--- config.mk ---
export PLATFORM = sky130hd
export DESIGN_NAME = note_stream_tracker
export DESIGN_NICKNAME = d
export VERILOG_FILES = /design/src/rtl/note_stream_tracker.sv
export SDC_FILE = /design/constraint.sdc
export NUM_CORES = 1
export LEC_CHECK = 0
export BUFFER_PORTS_ARGS = -buffer_cell sky130_fd_sc_hd__buf_2
export CORE_ASPECT_RATIO = 1.5
export CORE_MARGIN = 3
export CORE_UTILIZATION = 30
export DETAILED_ROUTE_END_ITERATION = 12
export GPL_TIMING_DRIVEN = 0
export RECOVER_POWER = 25
export SLEW_MARGIN = 10
export SYNTH_ARGS = -nofsm -noshare
export SYNTH_HDL_FRONTEND = slang
export SYNTH_SLANG_ARGS = --single-unit
export TNS_END_PERCENT = 5
--- constraint.sdc ---
create_clock -name clk -period 4.1 [get_ports clk]
set_input_delay 0.82 -clock clk [delete_from_list [all_inputs] [get_ports clk]]
set_output_delay 0.82 -clock clk [all_outputs]
set_load 0.05 [all_outputs]
--- src/rtl/note_stream_tracker.sv ---
// note_stream_tracker: per-lane consumer of the (data_en, data) note-position
//   stream. Checks the start/step/wrap sequence, tracks position and lap count,
//   and scores one key press per lap that lands inside the hit window.
// Latency: one register stage; all outputs update the cycle after the input.
// Backpressure: none; the generator stream is sampled every cycle, never stalled.
//
// Optional build macro: KEY_SYNC_EN. When defined, key passes through a
//   two-flop synchronizer before edge detection, which delays hit by two cycles.
//
// Ports:
//   clk        system clock, all state on rising edge
//   reset      asynchronous, active-high reset
//   map        lane active; samples are ignored while low
//   data_en    generator output-valid
//   data[7:0]  generator note position
//   key        player key for this lane (level)
//   pos[7:0]   last accepted in-sequence position
//   pos_valid  high while tracking
//   lap[7:0]   completed laps, wraps 255->0
//   hit        one-cycle pulse on a scored hit
//   miss       one-cycle pulse on a lap completed without a hit
//   score      hit count, saturating at all-ones
//   seq_err    sticky sequence-error flag

module note_stream_tracker #(
  parameter logic [7:0] START   = 8'd140,
  parameter logic [7:0] STEP    = 8'd4,
  parameter logic [7:0] LAST    = 8'd156,
  parameter logic [7:0] HIT_LO  = 8'd148,
  parameter logic [7:0] HIT_HI  = 8'd152,
  parameter int         SCORE_W = 8
) (
  input  logic               clk,
  input  logic               reset,
  input  logic               map,
  input  logic               data_en,
  input  logic [7:0]         data,
  input  logic               key,
  output logic [7:0]         pos,
  output logic               pos_valid,
  output logic [7:0]         lap,
  output logic               hit,
  output logic               miss,
  output logic [SCORE_W-1:0] score,
  output logic               seq_err
);

  typedef enum logic [1:0] {
    S_IDLE  = 2'd0,
    S_TRACK = 2'd1,
    S_ERROR = 2'd2
  } state_t;

  state_t state_q, state_d;

  logic [7:0]         pos_q, pos_d;
  logic               pos_valid_q, pos_valid_d;
  logic [7:0]         lap_q, lap_d;
  logic               hit_q, hit_d;
  logic               miss_q, miss_d;
  logic [SCORE_W-1:0] score_q, score_d;
  logic               seq_err_q, seq_err_d;
  logic               hit_done_q, hit_done_d;
  logic               key_q;

  // ---------------------------------------------------------------------------
  // Key path: optional synchronizer, then rising-edge detector. Runs every
  // cycle regardless of map so a press held across a map change is not lost.
  // ---------------------------------------------------------------------------
  logic key_in;

`ifdef KEY_SYNC_EN
  logic key_s1_q, key_s2_q;

  always_ff @(posedge clk or posedge reset) begin
    if (reset) begin
      key_s1_q <= 1'b0;
      key_s2_q <= 1'b0;
    end else begin
      key_s1_q <= key;
      key_s2_q <= key_s1_q;
    end
  end

  assign key_in = key_s2_q;
`else
  assign key_in = key;
`endif

  always_ff @(posedge clk or posedge reset) begin
    if (reset) begin
      key_q <= 1'b0;
    end else begin
      key_q <= key_in;
    end
  end

  logic key_rise;
  assign key_rise = key_in & ~key_q;

  // ---------------------------------------------------------------------------
  // Sequence decode, all against the current (pre-update) position.
  // ---------------------------------------------------------------------------
  logic       accept;
  logic [7:0] expected;
  logic       is_start;
  logic       match;
  logic       at_last;
  logic       in_window;
  logic       seq_fail;
  logic       score_hit;

  assign accept    = map & data_en;
  assign at_last   = (pos_q == LAST);
  assign expected  = at_last ? START : (pos_q + STEP);
  assign is_start  = (data == START);
  assign match     = (data == expected);
  assign in_window = (pos_q >= HIT_LO) && (pos_q <= HIT_HI);

  // A key press that coincides with the sequence breaking does not score.
  assign seq_fail  = (state_q == S_TRACK) && accept && !match;
  assign score_hit = key_rise && (state_q == S_TRACK) && in_window &&
                     !hit_done_q && !seq_fail;

  // ---------------------------------------------------------------------------
  // FSM: state register
  // ---------------------------------------------------------------------------
  always_ff @(posedge clk or posedge reset) begin
    if (reset) begin
      state_q <= S_IDLE;
    end else begin
      state_q <= state_d;
    end
  end

  // ---------------------------------------------------------------------------
  // FSM: next-state logic
  // ---------------------------------------------------------------------------
  always_comb begin
    state_d = state_q;
    case (state_q)
      S_IDLE: begin
        if (accept && is_start) state_d = S_TRACK;
      end
      S_TRACK: begin
        if (accept && !match) state_d = S_ERROR;
      end
      S_ERROR: begin
        if (accept && is_start) state_d = S_TRACK;
      end
      default: state_d = S_IDLE;
    endcase
  end

  // ---------------------------------------------------------------------------
  // Datapath next-state: position, lap, scoring
  // ---------------------------------------------------------------------------
  always_comb begin
    pos_d      = pos_q;
    lap_d      = lap_q;
    hit_d      = 1'b0;
    miss_d     = 1'b0;
    score_d    = score_q;
    seq_err_d  = seq_err_q;
    hit_done_d = hit_done_q;

    if (score_hit) begin
      hit_d      = 1'b1;
      hit_done_d = 1'b1;
      if (score_q != {SCORE_W{1'b1}}) begin
        score_d = score_q + 1'b1;
      end
    end

    case (state_q)
      S_IDLE, S_ERROR: begin
        // Re-entry into tracking starts a fresh lap without counting it.
        if (accept && is_start) begin
          pos_d      = START;
          hit_done_d = 1'b0;
        end
      end
      S_TRACK: begin
        if (accept) begin
          if (match) begin
            pos_d = data;
            if (at_last) begin
              // Wrap closes the lap. A hit scored this same cycle belongs to
              // the closing lap, so it suppresses miss; the new lap starts clean.
              lap_d      = lap_q + 8'd1;
              miss_d     = !hit_done_q && !score_hit;
              hit_done_d = 1'b0;
            end
          end else begin
            seq_err_d = 1'b1;
          end
        end
      end
      default: ;
    endcase

    pos_valid_d = (state_d == S_TRACK);
  end

  // ---------------------------------------------------------------------------
  // Datapath registers
  // ---------------------------------------------------------------------------
  always_ff @(posedge clk or posedge reset) begin
    if (reset) begin
      pos_q       <= 8'd0;
      pos_valid_q <= 1'b0;
      lap_q       <= 8'd0;
      hit_q       <= 1'b0;
      miss_q      <= 1'b0;
      score_q     <= '0;
      seq_err_q   <= 1'b0;
      hit_done_q  <= 1'b0;
    end else begin
      pos_q       <= pos_d;
      pos_valid_q <= pos_valid_d;
      lap_q       <= lap_d;
      hit_q       <= hit_d;
      miss_q      <= miss_d;
      score_q     <= score_d;
      seq_err_q   <= seq_err_d;
      hit_done_q  <= hit_done_d;
    end
  end

  // ---------------------------------------------------------------------------
  // FSM: outputs (straight from registers)
  // ---------------------------------------------------------------------------
  always_comb begin
    pos       = pos_q;
    pos_valid = pos_valid_q;
    lap       = lap_q;
    hit       = hit_q;
    miss      = miss_q;
    score     = score_q;
    seq_err   = seq_err_q;
  end

endmodule

==> results of run 1 <==
## sequential cells by signal, summed over array words and instances (netlist names)
register and count:
miss 1, lap 8, score 8, key_q 1, pos_valid 1, hit_done_q 1
pos 8, seq_err 1, hit 1, state_q 2
## cells by family (layout without fill, tap and decap cells)
kind of cell	Yosys count	after routing
AND/OR/NAND/NOR	68	68
flip-flops	32	32
XOR/XNOR	22	22
AO/OA/AOI/OAI	18	18
buffers and inverters	12	59
multiplexers	11	11
adder cells (fa/ha/maj)	6	6
## metrics by stage
step	power [W]	worst slack [ns]	hold WS, ns	utilization	cells
finish	0.0006102	1.682	0.4610	0.3829	286
detailed placement	0.0003938	1.484	0.4594	0.3694	279
floorplan	0.0003740	1.603	0.4637	-	169
CTS	0.0006196	1.671	0.4700	0.3831	286
global placement	0.0003929	1.478	0.4506	0.3694	279
global route	0.0006348	1.543	0.5026	0.3829	286
## path summary, 6_finish.rpt
| check | cells after the start | endpoint | from | slack (ns) |
|---|---|---|---|---|
| worst max-delay path | 7 | pos[7] | pos[2] | 1.68 |
| worst min-delay path | 1 | lap[7] | lap[7] | 0.46 |
| worst max register to register | 7 | pos[7] | pos[2] | 1.68 |
| worst min register to register | 1 | lap[7] | lap[7] | 0.46 |
| max in group asynchronous | 2 | score[5] | reset | 2.53 |
| min in group asynchronous | 2 | lap[6] | reset | 0.85 |
## power by group through the flow
stage	registers, W	clock network, W	logic (W)
2_1_floorplan	0.000343	0	0.0000306
3_3_place_gp	0.000332	0	0.0000608
3_5_place_dp	0.000332	0	0.0000615
4_1_cts	0.000327	0.000231	0.0000617
5_1_grt	0.000327	0.000242	0.0000658
6_report	0.000326	0.000224	0.0000602
## cell usage in the layout (no fill, tap or decap), types with 4 or more instances in the layout
cell,synthesis,layout
sky130_fd_sc_hd__nand3_1,14,14
sky130_fd_sc_hd__nand4_1,6,6
sky130_fd_sc_hd__and3_1,7,7
sky130_fd_sc_hd__buf_2,1,40
sky130_fd_sc_hd__ha_1,6,6
sky130_fd_sc_hd__nor2b_1,5,5
sky130_fd_sc_hd__xor2_1,9,9
sky130_fd_sc_hd__clkbuf_8,0,5
sky130_fd_sc_hd__nand2b_1,4,4
sky130_fd_sc_hd__mux2i_1,7,7
sky130_fd_sc_hd__xnor2_1,12,12
sky130_fd_sc_hd__nand2_1,11,11
sky130_fd_sc_hd__inv_1,10,10
sky130_fd_sc_hd__o21ai_0,6,6
sky130_fd_sc_hd__dfrtp_1,32,32
sky130_fd_sc_hd__nor3_1,7,7
## metal layers
metal	track usage	vias to the layer above
met5	0	-
met4	0.05414	0
met3	0.02994	6
met2	0.2140	33
met1	0.1436	673
li1	-	695
## cell type report
type                    instances  area share
repair buffers                 40     0.09185
inverters                      10     0.01733
flip-flops and latches         32      0.3697
multi-input cells             125      0.4408
well taps                      70     0.04044
plain buffers                   2    0.004044
clock inverters                 1    0.002311
clock buffers                   6     0.03351
==> impl_summary.md, run 1 <==
Outcome
The flow ran to the end, and the final reports show no timing, DRC or antenna violations.

Logic synthesis
In the synthesized netlist the async set-or-reset flop fraction comes to 1.000. The top flip-flop cell by instance count after synthesis is sky130_fd_sc_hd__dfrtp_1. The mean instance size in the synthesized netlist is 10.66 um2. The post-synth net total is 188. Of the total synthesized cell area, the portion taken by full adders, half adders and majority gates is 0.04167. The commonest cells after synthesis are 32 x sky130_fd_sc_hd__dfrtp_1, 14 x sky130_fd_sc_hd__nand3_1, 12 x sky130_fd_sc_hd__xnor2_1.

The cell count after synthesis came out at 169. Of the post-synthesis cell area, the dominant cell type holds 0.4444. The synthesized design contains 32 register bits.

The number of unique standard cell types used by synthesis is 39. The number of warnings printed during yosys synthesis is 0. The portion of synthesized area spent on multiplexers is 0.06597. After synthesis, the cell types taking the most area are sky130_fd_sc_hd__dfrtp_1 44%, sky130_fd_sc_hd__xnor2_1 5.8%, sky130_fd_sc_hd__xor2_1 4.4%, sky130_fd_sc_hd__ha_1 4.2%, sky130_fd_sc_hd__mux2i_1 3.9%. In this run the cell area of the synthesized design comes to 1802 um2. Of the total synthesized cell area, the portion taken by AND, OR, NAND and NOR gates is 0.2306. Of all cell types, the one taking the most synthesized area is sky130_fd_sc_hd__dfrtp_1. The sequential share of the synthesized area is 0.4444. The synthesized-area fraction occupied by ao, oa, aoi and oai cells came to 0.07708.

The XOR/XNOR share of the synthesized area is 0.1146. The number of flops mapped to enable cells by yosys is 0. The dominant combinational cell family by area after synthesis is simple AND/OR/NAND/NOR gates. Among all cell types in the netlist, the one instantiated most often is sky130_fd_sc_hd__dfrtp_1.

Detailed routing
After detailed routing, the number of remaining DRC violations is 0. The post-route antenna net violation count is 0. The routed design has 3.953 mm of wire. The met2 wire length is 2.006 mm. After detailed routing, the number of vias per cell comes to 4.920. The total number of vias is 1,407. The routed wire length per instance is 13.82 um.

The count of TritonRoute iterations in the first routing pass is 4. Wire segments on met3 add up to 181 um in the final route. The top layer reached by signal wires is met4. The number of design-rule violations left by the first detailed-router iteration is 44.

The detailed router put a total of 1.680 mm of wire on met1.

Power
The proportion of power drawn by flip-flops and latches is 0.535. The logic gate share of total power is 0.099. The leakage power figure is 1.150 nW. The switching power is 0.0001519 W.

Of the total power, the clock network draws 0.366. The total power density per cell area is 281.8 nW/um2. The internal power is 0.0004583 W. Of the total power, the share spent switching nets is 0.2490.

Across the VDD grid, the largest voltage drop is 0.0001225 V.

Layout
The net count reported at finish is 235. The layout has 571 filler cells. Registers take 800.8 um2. The final instance area is 2166 um2. The multi-input gate area in the final layout is 954.7 um2. From synthesis to final layout, the design area changed by 20.21%. The share of final-layout standard cells stronger than drive strength 1 is 0.2685. The repair_antennas step left the layout with diodes totalling 0.

Floorplan
The standard cell core area is 5657 um2. The I/O pin total is 41. The area enclosed by the die boundary is 6991 um2. In this run the core area contains 33 standard-cell rows. The x dimension of the die is 69.28 um.

The initial utilization of the core area, before any placement, comes to 0.3185. The height of the chip is 100.9 um.

Timing
The time the final worst path needs with I/O delays and setup is 2.418 ns. The final hold violation count is 0. Setup repair after global routing left no endpoint under its margin. The setup clock skew after layout is 0.008647 ns.

At the pin with the least slew margin, the transition time is 1.198 ns. The setup total negative slack is 0 ns. Setup violations remaining at the end of the flow were counted as 0. The highest clock rate is 413.6 MHz. The worst pin sits at a relative slew slack of 0.2001. The fraction of the cycle the final worst path needs is 0.5897. The count of final max-slew check failures is 0.

Placed design
The total half-perimeter wirelength after legalization and detailed placement is 3.059 mm. The count of buffers added on input and output ports is 40. The post-detailed-placement cell area is 2090 um2.

Routability-driven placement finished with a final weighted congestion of 0.8185.

Clock tree
The number of resized instances in the post-cts repair step is 0. The quantity of hold-fixing buffers added after cts is 0. Clock-pin slew was measured on the worst setup and hold paths at 0.07 ns. The worst-skew pair later-pin latency is 0.28 ns. The number of clock buffers added by TritonCTS is 5.

The H-tree level count is 2. Buffers added to address setup during post-CTS repair amount to 0. The clock tree from TritonCTS is built.

Counting along the longest clock path gives a buffer depth of 2. The library cell used as clock root buffer is sky130_fd_sc_hd__clkbuf_8. Clock tree synthesis found a total of 32 sinks.

Global routing
The total overflow reported by the global router is 0. The total global routing track utilization is 0.1232. The via count of the first global-routing pass is 1,451. The first global-routing pass estimated 6.886 mm of wire. The number of antenna violations at the first check in global routing is 0.

Entering global routing, the biggest net connects 33 pins.

Setup path
STA puts the critical path data arrival time at 2.58 ns. The required time of the worst setup path is 4.26 ns. Walking the worst path, the cells encountered are ha_1 > nor3b_2 > nand2_2 > and4b_4 > o211a_4 > a21oi_4 > mux2_4. The critical path capture point type is a register.

The kind of launch point of the worst setup path is a register. For this run, the slowest stage of the critical path takes 0.49 ns. The slowest stage of the critical path belongs to the cell sky130_fd_sc_hd__dfrtp_1. The critical path is of the register to register type.

The number of buffers and inverters on the critical path is 0. In this design, the largest share of critical-path delay is due to compound AO/OA/AOI/OAI gates. The highest fanout seen on the critical path is 8.

Job
The max-capacitance violation count is 0.

Min path
The min-delay analysis places its worst path in the category register to register.
Power figures use the tool's default switching activity.
==> run 2: changes to the inputs <==
clock period = 2.4 ns   (was 4.1 ns; I/O delays follow)
==> run 2 against run 1 <==
  * Critical path depth did not move
  * Wire length is 0.91% higher
  * Cell count is 0.35% higher
  * Critical path type unchanged
  * Setup slack worse by 1.6 ns
  * Clock power up 110%
  * Largest power group unchanged
  * Critical endpoint unchanged
  * Largest cell class unchanged
  * Utilization up 0.69 points
==> impl_summary.md, run 2 (synthesis gave the netlist of run 1 again) <==
Global routing
Entering global routing, the biggest net connects 33 pins. The via count of the first global-routing pass is 1,394. In the global route stage, overall resource usage came out at 0.1254. The first global-routing pass estimated 6.969 mm of wire. The met1 demand-to-capacity share in global routing is 0.1568. The global routing's busiest layer is met2. For met2 alone, demand over resource in global routing was 0.2081. The total overflow reported by the global router is 0. The number of antenna violations at the first check in global routing is 0. In the global route stage, met3 resource usage came out at 0.02695.

Placed design
In this run the cell area measured after placement is 2092 um2. The wire-length estimate of the detail-placed layout is 3.053 mm. Routability-driven placement finished with a final weighted congestion of 0.7633.

Port buffering added 40 buffers.

Min path
In this run the worst hold path is classified as input pin to register.

Detailed routing
The wire length after detailed routing is 3.989 mm. The via density per instance is 4.979. Before antenna repair, the detailed router went through 4 iterations. The number of design-rule violations left by the first detailed-router iteration is 29. After detailed routing, the average wire length per cell comes to 13.90 um. The total number of vias is 1,429.

Once detail routing completed, the nets flagged for antenna violations numbered 0. The remaining design rule violation count is 0.

Clock tree
The tree is rooted in a sky130_fd_sc_hd__clkbuf_8. The maximum number of buffers from clock root to sink is 2. For the worst-skew pair, the clock arrives at the later sink with an insertion delay of 0.29 ns.

The tree built by TritonCTS fans out to 32 sinks. The H-tree level count is 2. After clock tree synthesis, the flow added hold-fix buffers numbering 0. The total CTS buffers is 5. TritonCTS built the clock tree. The number of gates resized after CTS was 0.

The count of buffers added by post-CTS timing repair for setup is 0. The clock input transition at the sequential cells of the worst setup and hold paths is 0.07 ns.

Setup path
The minimum setup slack among reg-to-reg paths is 0.11 ns. The critical path goes through ha_1 > nor3b_4 > nand2_2 > and4b_4 > o211a_4 > a21oi_4 > mux2_4. The critical path capture point type is a register. The standard cell with the maximum stage delay on the critical path is sky130_fd_sc_hd__dfrtp_2.

The highest fanout seen on the critical path is 8. The critical path in this run is classified as register to register. The arrival time of the worst setup path is 2.47 ns. The worst setup path is launched from a register.

The required time of the worst setup path is 2.57 ns. The largest incremental delay on the critical path is 0.43 ns.

Floorplan
The floorplan step defined a core boundary enclosing 5657 um2. Pin placement for this block handled 41 I/O pins. The die is 69.28 um wide. The area enclosed by the die boundary is 6991 um2. The number of placement rows is 33. The effective utilization at floorplan is 0.3185. The die is 100.9 um tall.

Power
The sum of internal, switching and leakage power is 0.001123 W. The worst supply voltage drop on vdd is 0.0002810 V. The internal power is 0.0008479 W. The proportion of power drawn by flip-flops and latches is 0.497. The switching part of the total power is 0.2448. The total power density per cell area is 509.3 nW/um2.

The switching power is 0.0002748 W. The logic gate share of total power is 0.092. The clock share of power is 0.411. Summed over all cells, the static leakage comes to 1.163 nW.

Timing
Setup violations remaining at the end of the flow were counted as 0. Between clock sinks in the finished design, the worst skew comes to 0.007767 ns. Measured against its own limit, the worst slew margin works out to 0.1886.

Setup repair after global routing could not meet its margin everywhere. The final hold violation count was 0. Of the available clock period, the critical path in the final layout requires 0.9562. The actual transition at the worst max-transition pin is 1.216 ns. The time the final worst path needs with I/O delays and setup is 2.295 ns.

The highest clock rate is 435.8 MHz. Adding up every negative setup slack in the final design gives 0 ns. The count of final max-slew check failures came to 0.

Layout
The number of antenna diodes is 0. Measured on the finished design, the core utilization comes to 0.3897. In the layout the commonest cells are 41 x sky130_fd_sc_hd__buf_2, 30 x sky130_fd_sc_hd__dfrtp_1, 14 x sky130_fd_sc_hd__nand3_1. Of the cells placed in the final design, the portion with a size suffix greater than 1 is 0.2903. In the final design database the tool counted 235 nets. The final instance area is 2205 um2.

The area overhead of the layout relative to synthesis is 22.36%. The leading cell type in the layout, fill and taps excluded is sky130_fd_sc_hd__buf_2.

Outcome
The run finished with clean final reports.

Job
Max-cap violations in this run came to 0.
run 2: final timing paths:
kind	cells past startpoint	to	start
worst min register to register	1	seq_err	seq_err
worst min-delay path	1	key_q	key
max in group asynchronous	2	pos[2]	reset
min in group asynchronous	2	lap[7]	reset
worst max register to register	7	pos[7]	pos[3]
worst max-delay path	7	pos[7]	pos[3]
run 2: routing by layer:
metal,routed length [um],vias up
li1,-,694
met1,1664,694
met2,2053,33
met3,198,8
met4,72,0
met5,0,-
run 2: stage by stage:
stage | hold slack (ns) | cells | setup slack, ns
finish | 0.3152 | 287 | 0.1052
global route | 0.3142 | 287 | -0.03728
CTS | 0.3095 | 287 | 0.05477
detailed placement | 0.4483 | 279 | 0.07016
global placement | 0.4499 | 279 | 0.06908
floorplan | 0.4637 | 169 | 0.08871
run 2: critical path, delay by kind of cell (launching register included):
kind            cells  cell delay, ns
fa+ha+maj           1            0.22
mux                 1            0.33
simple gates        3            0.57
flops               1            0.43
compound gates      2            0.63
run 2: cell type report:
class | count | area, um2
fill | 564 | 3452
multi-input combinational | 125 | 967.2
sequential | 32 | 803.3
timing repair buffer | 40 | 200.2
clock buffer | 8 | 100.1
tap | 70 | 87.58
inverter | 10 | 37.54
buffer | 2 | 8.758
run 2: power groups by stage:
stage | Combinational, W | Clock [W] | Sequential (W)
3_3_place_gp | 0.000104 | 0 | 0.000567
3_5_place_dp | 0.000105 | 0 | 0.000568
2_1_floorplan | 0.0000522 | 0 | 0.000587
4_1_cts | 0.000106 | 0.000475 | 0.000557
6_report | 0.000104 | 0.000461 | 0.000558
5_1_grt | 0.000113 | 0.000496 | 0.000559
==> run 3: changes to the inputs <==
ABC_AREA = 1   (was unset)
==> run 3 against run 2 <==
  * Global-route usage grew 1.7 points
  * Synthesized cell count grew 76%
  * Utilization shrank 1.7 points
  * Maximum frequency increased by 8.2%
  * Hold slack better by 0.0040 ns
  * Total power up 6.6%
  * Setup slack better by 0.17 ns
  * Sequential share of layout area down 5.3 points
  * Non-clock buffer count unchanged
  * Combinational power is 25% lower
==> impl_summary.md, run 3 <==
Outcome
The run finished with clean final reports.

Layout
The share of final-layout standard cells stronger than drive strength 1 is 0.2029. The repair_antennas step left the layout with diodes totalling 0. The leading cell type in the layout, fill and taps excluded is sky130_fd_sc_hd__nand2_1. At the end of the flow, the number of nets in the layout was 363. The utilization of the core after routing is 0.3724. The final non-filler cell total is 423. The top cell types in the final layout, fill and taps aside, are 101 x sky130_fd_sc_hd__nand2_1, 40 x sky130_fd_sc_hd__buf_2, 39 x sky130_fd_sc_hd__inv_1. From synthesis to final layout, the design area changed by 19.78%.

Clock tree
The H-tree was split into 2 levels. The clock sink count is 32. The clock passes through at most 2 buffers.

The number of resized instances in the post-cts repair step is 0. Post-CTS timing repair inserted 0 buffers for setup. The worst-skew pair later-pin latency is 0.29 ns.

Clock-pin slew was measured on the worst setup and hold paths at 0.08 ns. The clock tree from TritonCTS is built. The tree is rooted in a sky130_fd_sc_hd__clkbuf_8.

The quantity of hold-fixing buffers added after cts is 0. The total CTS buffers is 5.

Timing
The clock period could shrink to 2.121 ns. Setup repair after global routing left no endpoint under its margin. In the finished design, the share of the clock period the worst path needs comes to 0.8837. The final hold violation count was 0.

The smallest setup slack after layout is 0.2791 ns. The count of final max-slew check failures is 0. The worst pin sits at a relative slew slack of 0.1359. The highest clock rate is 471.5 MHz. The actual transition at the worst max-transition pin is 1.295 ns. The setup total negative slack is 0 ns. The number of setup violations in the final report is 0. Clock skew on the completed layout was measured at 0.01048 ns.

Global routing
The first global-routing pass estimated 9.121 mm of wire. The total global routing track utilization is 0.1421. The total overflow reported by the global router is 0. The via count of the first global-routing pass is 2,030. Entering global routing, the biggest net connects 33 pins. The number of antenna violations at the first check in global routing is 0.

Floorplan
The area enclosed by the die boundary is 8220 um2. Row generation in the floorplan step produced 37 rows. The die is 109.6 um tall.

The x dimension of the die is 75.04 um. The effective utilization at floorplan is 0.3109. For this design the top-level I/O count stands at 41. The region available for standard cell placement spans 6898 um2.

Detailed routing
The pre-antenna-repair detailed-routing pass consisted of 4 iterations. Wires add up to 5.104 mm. The via density per instance is 4.858. In this run the remaining antenna-violating nets after routing total 0. After detailed routing, the number of remaining DRC violations is 0. Dividing the detail-routed wire length by the instance count gives 12.07 um. The number of design-rule violations left by the first detailed-router iteration is 59. The total number of vias is 2,055.

Logic synthesis
The synthesized area is 2145 um2. The sequential share of the synthesized area is 0.3734. In this run, synthesis inferred 0 flip-flops with an integrated enable. For this run, the leading register cell type out of synthesis is sky130_fd_sc_hd__dfrtp_1. The portion of synthesized area spent on multiplexers is 0. Of the total synthesized cell area, the portion taken by XOR and XNOR cells is 0.05309. After technology mapping, the gate count stands at 297. The share of flip-flops with an asynchronous set or reset is 1.000.

Of the total synthesized cell area, the portion taken by full adders, half adders and majority gates is 0.03501. After synthesis, the most frequently instantiated cells are 101 x sky130_fd_sc_hd__nand2_1, 39 x sky130_fd_sc_hd__inv_1, 32 x sky130_fd_sc_hd__dfrtp_1. Dividing the synthesized area by the synthesized cell count gives 7.221 um2.

The simple-gate area share of the yosys netlist is 0.4335. During synthesis, Yosys emitted a total of 0 warnings. The register bit count reported by yosys is 32. Among all cell types in the netlist, the one instantiated most often is sky130_fd_sc_hd__nand2_1. The top-area cell type share of the netlist area is 0.3734. The number of nets in the synthesized netlist is 316. After synthesis, the largest family of logic cells by area is simple AND/OR/NAND/NOR gates. Synthesis instantiated 27 different standard cells from the library. Yosys attributes the largest share of cell area to sky130_fd_sc_hd__dfrtp_1 37%, sky130_fd_sc_hd__nand2_1 18%, sky130_fd_sc_hd__nand4_1 7.3%, sky130_fd_sc_hd__inv_1 6.8%, sky130_fd_sc_hd__nand3_1 6.1%. The synthesized-area fraction occupied by ao, oa, aoi and oai cells is 0.02100. The cell accounting for the most synthesized area is sky130_fd_sc_hd__dfrtp_1.

Setup path
The startpoint of the worst register-to-register path is pos[2]. In this run the worst setup path terminates at lap[2]. The startpoint-to-endpoint class of the critical path is register to register. The kind of launch point of the worst setup path is a register. The critical path capture point type is a register. Data arrives at the worst endpoint at 2.30 ns. The minimum setup slack among reg-to-reg paths is 0.28 ns. Along the worst path, the maximum fanout reaches 8. The most critical setup path has its startpoint at pos[2]. At the worst endpoint, the required time is 2.58 ns. The number of cell instances on the worst register-to-register path is 8. The worst register-to-register path ends at lap[2].

Min path
The startpoint of the worst hold path is key. The class of the tightest hold or removal check is input pin to register.

Power
Power spread over the standard cell area amounts to 466.1 nW/um2. The leakage power figure is 1.505 nW. The share of total power dissipated in sequential elements is 0.455. The switching part of the total power is 0.2215. The worst supply voltage drop on vdd is 0.0001911 V. The logic gate share of total power is 0.065.

The switching power is 0.0002652 W. Cell internal power was estimated by the tool at 0.0009321 W. The share of total power dissipated in the clock network is 0.479.

Placed design
The count of input and output buffers is 40. The number of placed instances with taps included is 415. Detailed placement ended at an HPWL of 3.868 mm.

The final weighted congestion of routability-driven global placement is 0.8215. The setup slack at placement is 0.2852 ns.

Job
The max-capacitance violation count is 0.
==> run 3: per-stage QoR <==
step                power (W)  hold WS (ns)  cell area [um2]
floorplan           0.0006054        0.4951             2145
global placement    0.0006337        0.4419             2442
detailed placement  0.0006352        0.4517             2442
CTS                  0.001215        0.3102             2569
global route         0.001263        0.2956             2569
finish               0.001197        0.3191             2569
==> run 3: worst min path at each step <==
stage | slack [ns] | endpoint | cells after the start
after floorplan | 0.50 | state_q[1] | 2
after global placement | 0.44 | seq_err | 2
after detailed placement | 0.45 | seq_err | 2
after CTS | 0.31 | key_q | 1
after global routing | 0.30 | key_q | 1
final | 0.32 | key_q | 1
==> run 3: cells by family after synthesis <==
group	count (synthesis)
DFF	32
xor gates and xnor gates	13
AOI/OAI and AO/OA	8
adders and majority gates	6
and+or+nand+nor	194
buffers and inverters	44
==> run 3: power by group through the flow <==
stage	clock network [W]	registers, W	logic [W]
4_1_cts	0.000590	0.000545	0.0000797
5_1_grt	0.000627	0.000546	0.0000898
2_1_floorplan	0	0.000560	0.0000459
6_report	0.000574	0.000545	0.0000779
3_3_place_gp	0	0.000556	0.0000780
3_5_place_dp	0	0.000556	0.0000794
==> run 3: cell type report <==
class | instances | area, um2
fillers | 728 | 4329
multi-input cells | 221 | 1164
flip-flops and latches | 32 | 800.8
repair buffers | 40 | 200.2
inverters | 42 | 157.7
well taps | 78 | 97.59
clock buffers | 7 | 96.34
clock inverters | 1 | 30.03
plain buffers | 2 | 22.52
==> run 3: metal layers <==
| metal | GRT usage | share of wire | wire length, um |
|---|---|---|---|
| met3 | 0.03385 | 0.040 | 206 |
| met2 | 0.2469 | 0.51 | 2598 |
| met5 | 0 | 0 | 0 |
| met1 | 0.1646 | 0.43 | 2208 |
| met4 | 0.05471 | 0.018 | 91 |
==> run 3: worst max-delay path, stage by stage, from the launching register on <==
cell                      delay [ns]
sky130_fd_sc_hd__dfrtp_1        0.51
sky130_fd_sc_hd__ha_1           0.26
sky130_fd_sc_hd__inv_1          0.07
sky130_fd_sc_hd__nor2_1         0.18
sky130_fd_sc_hd__nand2_4        0.11
sky130_fd_sc_hd__nor2_1         0.38
sky130_fd_sc_hd__nand4_1        0.32
sky130_fd_sc_hd__nand2_1        0.13
sky130_fd_sc_hd__nand2_1        0.06
